==> config.mk <==
export PLATFORM = sky130hd
export DESIGN_NAME = axi4_lite_master
export DESIGN_NICKNAME = d
export VERILOG_FILES = /design/src/rtl/axi4_lite_master.sv
export SDC_FILE = /design/constraint.sdc
export NUM_CORES = 1
export LEC_CHECK = 0
export ABC_AREA = 1
export ABC_CLOCK_PERIOD_IN_PS = 1850
export CORE_MARGIN = 4
export CORE_UTILIZATION = 41
export DETAILED_ROUTE_END_ITERATION = 7
export GPL_TIMING_DRIVEN = 0
export PLACE_DENSITY = 0.81
export SLEW_MARGIN = 0
export SYNTH_ARGS = -nofsm -noshare
export SYNTH_HDL_FRONTEND = slang
export SYNTH_SLANG_ARGS = --single-unit
==> constraint.sdc <==
create_clock -name aclk -period 1.85 [get_ports aclk]
set_input_delay 0.37 -clock aclk [delete_from_list [all_inputs] [get_ports aclk]]
set_output_delay 0.37 -clock aclk [all_outputs]
set_load 0.02 [all_outputs]
==> src/rtl/axi4_lite_master.sv <==
// axi4_lite_master: single-outstanding AXI4-Lite initiator.
// Turns one local command (read or write) into an AR/R or AW/W/B exchange
// and reports completion on a one-cycle response strobe.
// Optional build macro AXI_MASTER_TIMEOUT_EN adds a per-state watchdog that
// aborts a stalled transaction after TIMEOUT_CYCLES cycles with response 2'b11.
module axi4_lite_master #(
    parameter int addr_width     = 3,
    parameter int data_width     = 32,
    parameter int strb_width     = 4,
    parameter int TIMEOUT_CYCLES = 255
) (
    input  logic                  aclk,
    input  logic                  aresetn,
    // local command side
    input  logic                  cmd_valid,
    output logic                  cmd_ready,
    input  logic                  cmd_write,
    input  logic [addr_width-1:0] cmd_addr,
    input  logic [data_width-1:0] cmd_wdata,
    input  logic [strb_width-1:0] cmd_wstrb,
    // local response side
    output logic                  rsp_valid,
    output logic                  rsp_write,
    output logic [data_width-1:0] rsp_rdata,
    output logic [1:0]            rsp_resp,
    // write address channel
    output logic                  awvalid,
    input  logic                  awready,
    output logic [addr_width-1:0] awaddr,
    output logic                  awprot,
    // write data channel
    output logic                  wvalid,
    input  logic                  wready,
    output logic [data_width-1:0] wdata,
    output logic [strb_width-1:0] wstrb,
    // write response channel
    input  logic                  bvalid,
    output logic                  bready,
    input  logic [1:0]            bresp,
    // read address channel
    output logic                  arvalid,
    input  logic                  arready,
    output logic [addr_width-1:0] araddr,
    output logic                  arprot,
    // read data channel
    input  logic                  rvalid,
    output logic                  rready,
    input  logic [data_width-1:0] rdata,
    input  logic [1:0]            rresp
);

    localparam logic [2:0] S_IDLE    = 3'd0;
    localparam logic [2:0] S_WR_REQ  = 3'd1;
    localparam logic [2:0] S_WR_RESP = 3'd2;
    localparam logic [2:0] S_RD_ADDR = 3'd3;
    localparam logic [2:0] S_RD_DATA = 3'd4;
    localparam logic [2:0] S_DONE    = 3'd5;

    logic [2:0]            r_state, r_state_next;
    logic                  r_cmd_ready, r_cmd_ready_next;
    logic                  r_awvalid, r_awvalid_next;
    logic                  r_wvalid, r_wvalid_next;
    logic                  r_bready, r_bready_next;
    logic                  r_arvalid, r_arvalid_next;
    logic                  r_rready, r_rready_next;
    logic                  r_rsp_valid, r_rsp_valid_next;
    logic                  r_rsp_write, r_rsp_write_next;
    logic [1:0]            r_rsp_resp, r_rsp_resp_next;
    logic [data_width-1:0] r_rsp_rdata, r_rsp_rdata_next;
    logic [addr_width-1:0] r_addr, r_addr_next;
    logic [data_width-1:0] r_wdata, r_wdata_next;
    logic [strb_width-1:0] r_wstrb, r_wstrb_next;

    logic w_accept;
    logic w_aw_done;
    logic w_w_done;
    logic w_timeout;
    logic w_in_write;

    assign w_accept   = r_cmd_ready & cmd_valid;
    // A channel counts as done once its valid has already dropped or it handshakes now.
    assign w_aw_done  = ~r_awvalid | awready;
    assign w_w_done   = ~r_wvalid | wready;
    assign w_in_write = (r_state == S_WR_REQ) || (r_state == S_WR_RESP);

`ifdef AXI_MASTER_TIMEOUT_EN
    localparam int TW = $clog2(TIMEOUT_CYCLES + 1);

    logic [TW-1:0] r_timer, r_timer_next;
    logic          w_waiting;

    assign w_waiting = (r_state == S_WR_REQ) || (r_state == S_WR_RESP) ||
                       (r_state == S_RD_ADDR) || (r_state == S_RD_DATA);
    // The count reaches TIMEOUT_CYCLES on the cycle that would take it there.
    assign w_timeout = w_waiting && (r_timer == TW'(TIMEOUT_CYCLES - 1));

    // Watchdog counter: restarts on every state change, counts while waiting on the slave.
    always_comb begin
        r_timer_next = '0;
        if (r_state_next == r_state && w_waiting) begin
            r_timer_next = r_timer + TW'(1);
        end
    end

    // Watchdog counter register.
    always_ff @(posedge aclk or negedge aresetn) begin
        if (!aresetn) begin
            r_timer <= '0;
        end else begin
            r_timer <= r_timer_next;
        end
    end
`else
    // Watchdog compiled out: the master waits on the slave indefinitely.
    assign w_timeout = (TIMEOUT_CYCLES < 0);
`endif

    // Next-state and next-output logic; every output is a register loaded from here.
    always_comb begin
        r_state_next     = r_state;
        r_cmd_ready_next = r_cmd_ready;
        r_awvalid_next   = r_awvalid;
        r_wvalid_next    = r_wvalid;
        r_bready_next    = r_bready;
        r_arvalid_next   = r_arvalid;
        r_rready_next    = r_rready;
        r_rsp_valid_next = 1'b0;
        r_rsp_write_next = r_rsp_write;
        r_rsp_resp_next  = r_rsp_resp;
        r_rsp_rdata_next = r_rsp_rdata;
        r_addr_next      = r_addr;
        r_wdata_next     = r_wdata;
        r_wstrb_next     = r_wstrb;

        case (r_state)
            S_IDLE: begin
                r_cmd_ready_next = 1'b1;
                if (w_accept) begin
                    r_cmd_ready_next = 1'b0;
                    r_addr_next      = cmd_addr;
                    r_wdata_next     = cmd_wdata;
                    r_wstrb_next     = cmd_wstrb;
                    if (cmd_write) begin
                        r_awvalid_next = 1'b1;
                        r_wvalid_next  = 1'b1;
                        r_state_next   = S_WR_REQ;
                    end else begin
                        r_arvalid_next = 1'b1;
                        r_state_next   = S_RD_ADDR;
                    end
                end
            end
            S_WR_REQ: begin
                if (r_awvalid && awready) begin
                    r_awvalid_next = 1'b0;
                end
                if (r_wvalid && wready) begin
                    r_wvalid_next = 1'b0;
                end
                if (w_aw_done && w_w_done) begin
                    r_bready_next = 1'b1;
                    r_state_next  = S_WR_RESP;
                end
            end
            S_WR_RESP: begin
                if (bvalid) begin
                    r_bready_next    = 1'b0;
                    r_rsp_valid_next = 1'b1;
                    r_rsp_write_next = 1'b1;
                    r_rsp_resp_next  = bresp;
                    r_rsp_rdata_next = '0;
                    r_state_next     = S_DONE;
                end
            end
            S_RD_ADDR: begin
                if (arready) begin
                    r_arvalid_next = 1'b0;
                    r_rready_next  = 1'b1;
                    r_state_next   = S_RD_DATA;
                end
            end
            S_RD_DATA: begin
                if (rvalid) begin
                    r_rready_next    = 1'b0;
                    r_rsp_valid_next = 1'b1;
                    r_rsp_write_next = 1'b0;
                    r_rsp_resp_next  = rresp;
                    r_rsp_rdata_next = rdata;
                    r_state_next     = S_DONE;
                end
            end
            S_DONE: begin
                r_cmd_ready_next = 1'b1;
                r_state_next     = S_IDLE;
            end
            default: begin
                r_cmd_ready_next = 1'b1;
                r_awvalid_next   = 1'b0;
                r_wvalid_next    = 1'b0;
                r_bready_next    = 1'b0;
                r_arvalid_next   = 1'b0;
                r_rready_next    = 1'b0;
                r_state_next     = S_IDLE;
            end
        endcase

        // Watchdog abort: a completed handshake in the same cycle takes priority.
        if (w_timeout && (r_state_next == r_state)) begin
            r_awvalid_next   = 1'b0;
            r_wvalid_next    = 1'b0;
            r_bready_next    = 1'b0;
            r_arvalid_next   = 1'b0;
            r_rready_next    = 1'b0;
            r_rsp_valid_next = 1'b1;
            r_rsp_write_next = w_in_write;
            r_rsp_resp_next  = 2'b11;
            r_rsp_rdata_next = '0;
            r_state_next     = S_DONE;
        end
    end

    // State and output registers; reset drops any transaction in flight.
    always_ff @(posedge aclk or negedge aresetn) begin
        if (!aresetn) begin
            r_state     <= S_IDLE;
            r_cmd_ready <= 1'b0;
            r_awvalid   <= 1'b0;
            r_wvalid    <= 1'b0;
            r_bready    <= 1'b0;
            r_arvalid   <= 1'b0;
            r_rready    <= 1'b0;
            r_rsp_valid <= 1'b0;
            r_rsp_write <= 1'b0;
            r_rsp_resp  <= 2'b00;
            r_rsp_rdata <= '0;
            r_addr      <= '0;
            r_wdata     <= '0;
            r_wstrb     <= '0;
        end else begin
            r_state     <= r_state_next;
            r_cmd_ready <= r_cmd_ready_next;
            r_awvalid   <= r_awvalid_next;
            r_wvalid    <= r_wvalid_next;
            r_bready    <= r_bready_next;
            r_arvalid   <= r_arvalid_next;
            r_rready    <= r_rready_next;
            r_rsp_valid <= r_rsp_valid_next;
            r_rsp_write <= r_rsp_write_next;
            r_rsp_resp  <= r_rsp_resp_next;
            r_rsp_rdata <= r_rsp_rdata_next;
            r_addr      <= r_addr_next;
            r_wdata     <= r_wdata_next;
            r_wstrb     <= r_wstrb_next;
        end
    end

    assign cmd_ready = r_cmd_ready;
    assign rsp_valid = r_rsp_valid;
    assign rsp_write = r_rsp_write;
    assign rsp_rdata = r_rsp_rdata;
    assign rsp_resp  = r_rsp_resp;
    assign awvalid   = r_awvalid;
    assign awaddr    = r_addr;
    assign awprot    = 1'b0;
    assign wvalid    = r_wvalid;
    assign wdata     = r_wdata;
    assign wstrb     = r_wstrb;
    assign bready    = r_bready;
    assign arvalid   = r_arvalid;
    assign araddr    = r_addr;
    assign arprot    = 1'b0;
    assign rready    = r_rready;

endmodule

==> impl_metrics.py, run 1 <==
metrics = {
    "worst_setup_path": {
        "cp-end-kind": "output pin",
        "critPathBufInv": 1,
        "path_class": "reg2out",
        "cp_top_family": "buffers and inverters",
        "worstPathRequired_ns": 1.48,
        "worst_setup_path_start_kind": "flip-flop",
        "slowest_stage": "clkdlybuf4s50_1",
        "crit_fanout": 4,
        "path_cells": "clkdlybuf4s50_1",
        "worstPathArrival_ns": 1.37,
        "cpPeakStageDelay_ns": 0.63,
    },
    "run": {
        "maxCapViolations": 0,
    },
    "placement": {
        "place_inst": 693,
        "place_congestion": 0.8146,
        "dpl_cell_area_mm2": 0.005371,
        "portBuffers": 167,
        "pre_cts_slack_ns": 0.1667,
        "dp_hpwl_um": 7414,
    },
    "final_layout": {
        "multi_input_area_mm2": 0.001201,
        "layout_commonest_cell": "nand2_1",
        "nFillCells": 641,
        "area_growth_pct": 57.55,
        "final_cell_mix": "nand2_1, clkdlybuf4s50_1, dfrtp_1",
        "diodes": 0,
        "drive_above_1_share": 0.08264,
        "final_nets": 684,
        "instances_no_fill": 710,
        "fin_area_mm2": 0.005577,
        "seq_area_mm2": 0.002102,
    },
    "die": {
        "fp-row-count": 33,
        "die-area_mm2": 0.01018,
        "start_util": 0.4265,
        "die_w_um": 100.9,
        "fp.coreArea_mm2": 0.008299,
        "ios": 170,
        "die_h_um": 100.9,
    },
    "power_and_ir_drop": {
        "ir_drop_mv": 0.9946,
        "pwr-share-comb": 0.537,
        "power.share.switching": 0.4137,
        "clkPwrFrac": 0.129,
        "power.density_mw_per_mm2": 1697,
        "power.switching_mw": 3.915,
        "finalPower_mw": 9.464,
        "pwr-share-seq": 0.333,
        "p_int_mw": 5.548,
        "p_leak_nw": 2.864,
    },
    "global_route": {
        "grt_first_pass_wirelength_um": 15710,
        "grt_max_degree": 64,
        "track_usage": 0.1955,
        "grt-ovfl-total": 0,
        "antenna_found_initial": 0,
        "grt_pass1_vias": 3230,
    },
    "sta": {
        "max_freq_mhz": 576.3,
        "fin_ws_ns": 0.1148,
        "timing.final.crit_period_ns": 1.735,
        "setup_violations": 0,
        "period_share": 0.9379,
        "holdWs_ns": 0.4452,
        "skew_ns": 0.009561,
        "rsz0062_at_grt": "false",
        "slew_viol_final": 0,
        "finalHoldViolCount": 0,
    },
    "detailed_routing": {
        "via_per_inst": 4.589,
        "wl_um": 9722,
        "drt-pass1-iter-count": 4,
        "wl_per_cell_um": 13.69,
        "via_count": 3258,
        "drc": 0,
        "drt_iter0_drc": 127,
        "ant_nets": 0,
    },
    "clock_tree": {
        "cts_tree": "built",
        "path_clk_slew_ns": 0.08,
        "clock-root-buffer": "clkbuf_8",
        "clock_latency_ns": 0.35,
        "clock_sinks": 84,
        "h-tree-depth": 3,
        "cts_buffers": 9,
        "cts_setup_buffers": 0,
        "cts_buffer_depth": 2,
    },
    "yosys": {
        "ys_seq_area_frac": 0.5938,
        "synth_xor_area_frac": 0,
        "synth_top_family_by_area": "simple AND/OR/NAND/NOR gates",
        "synthArstFlopShare": 1.000,
        "yosysUniqueCellTypes": 19,
        "synth_fa_ha_area_frac": 0,
        "synth_compound_area_frac": 0.01555,
        "syn_area_per_cell_um2": 8.448,
        "synthesis.area_mm2": 0.003540,
        "yosysWarnings": 0,
        "synthSimpleGateAreaFrac": 0.3217,
        "synth_edf_count": 0,
        "synthMuxAreaShare": 0,
        "synth_top_flop_cell": "dfrtp_1",
        "syn-instance-count": 419,
        "ys_ff_latch": 84,
    },
    "run_status": {
        "status": "finished, final reports clean",
    },
    "min_path": {
        "min_path_type": "in2async",
    },
}
## stage by stage
step | utilization | TNS, ns
floorplan | - | 0
global placement | 0.6442 | -217.81
detailed placement | 0.6472 | 0
global route | 0.6719 | 0
CTS | 0.6710 | 0
finish | 0.6719 | 0
## state kept, by name, indices dropped and copies added, names as in the netlist
register and cells:
rready 1, rsp_resp 2, wdata 32, awvalid 1, r_state 3, araddr 3, wvalid 1, rsp_rdata 32
rsp_write 1, bready 1, cmd_ready 1, wstrb 4, rsp_valid 1, arvalid 1
## what timing repair did
item                       4_1_cts  5_1_grt
setup endpoints to repair        0        3
hold endpoints to repair        21        0
gates resized for setup          0        3
hold buffers                     1        0
## kinds of logic after synthesis
kind of cell	after synthesis
other	1
buffers and inverters	40
and+or+nand+nor	284
DFF	84
AOI/OAI and AO/OA	10
## path summary, 6_finish.rpt
| kind | cells after the start | slack, ns | from | end |
|---|---|---|---|---|
| hold / removal | 2 | 0.45 | aresetn | rsp_rdata[24]$_DFFE_PN0P_ |
| max in group asynchronous | 3 | 0.79 | aresetn | wdata[8]$_DFFE_PN0P_ |
| hold reg to reg | 2 | 0.47 | wdata[25]$_DFFE_PN0P_ | wdata[25]$_DFFE_PN0P_ |
| min in group aclk | 2 | 0.47 | wdata[25]$_DFFE_PN0P_ | wdata[25]$_DFFE_PN0P_ |
| setup / recovery | 1 | 0.11 | awvalid$_DFFE_PN0P_ | awvalid |
| setup reg to reg | 9 | 0.35 | r_state[0]$_DFFE_PN0P_ | wdata[15]$_DFFE_PN0P_ |
## layout make-up
type | count | share of cell area
clock buffer | 11 | 0.02715
timing repair buffer | 169 | 0.3074
clock inverter | 5 | 0.006507
multi-input combinational | 296 | 0.2154
sequential | 84 | 0.3769
tap | 105 | 0.02356
inverter | 17 | 0.01144
buffer | 23 | 0.03164
## Yosys cell counts, types with 2 or more instances
master	n	area, um^2
o21a_1	2	15.01
o21ai_0	6	30.03
nand3b_1	2	15.01
nand2_2	2	12.51
buf_4	7	52.55
a21oi_1	2	10.01
nand4_1	3	18.77
inv_1	13	48.80
nand2_1	248	930.9
buf_6	7	78.83
dfrtp_1	84	2102
buf_2	9	45.04
nand3_1	18	90.09
nor2_1	8	30.03
inv_2	4	15.01
## power groups by stage
stage	sequential, mW	clock (mW)	combinational [mW]
global route	3.26	1.34	5.53
global placement	3.14	0	5.02
CTS	3.16	1.27	5.14
floorplan	4.15	0	1.74
finish	3.16	1.22	5.09
detailed placement	3.18	0	5.13
## routing by layer
layer,routed length (um),up-vias,global-route usage
li1,-,1622,-
met1,3893,1470,0.2462
met2,4424,156,0.3033
met3,1265,10,0.08166
met4,139,0,0.06953
met5,0,-,0
Note: power is estimated with default switching activity, not from simulation.
==> run 2, diff against run 1 <==
SLEW_MARGIN = not set   (was 0)
==> results of run 2 <==
Same layout as run 1: the final DEF is identical, and so are final timing and power.
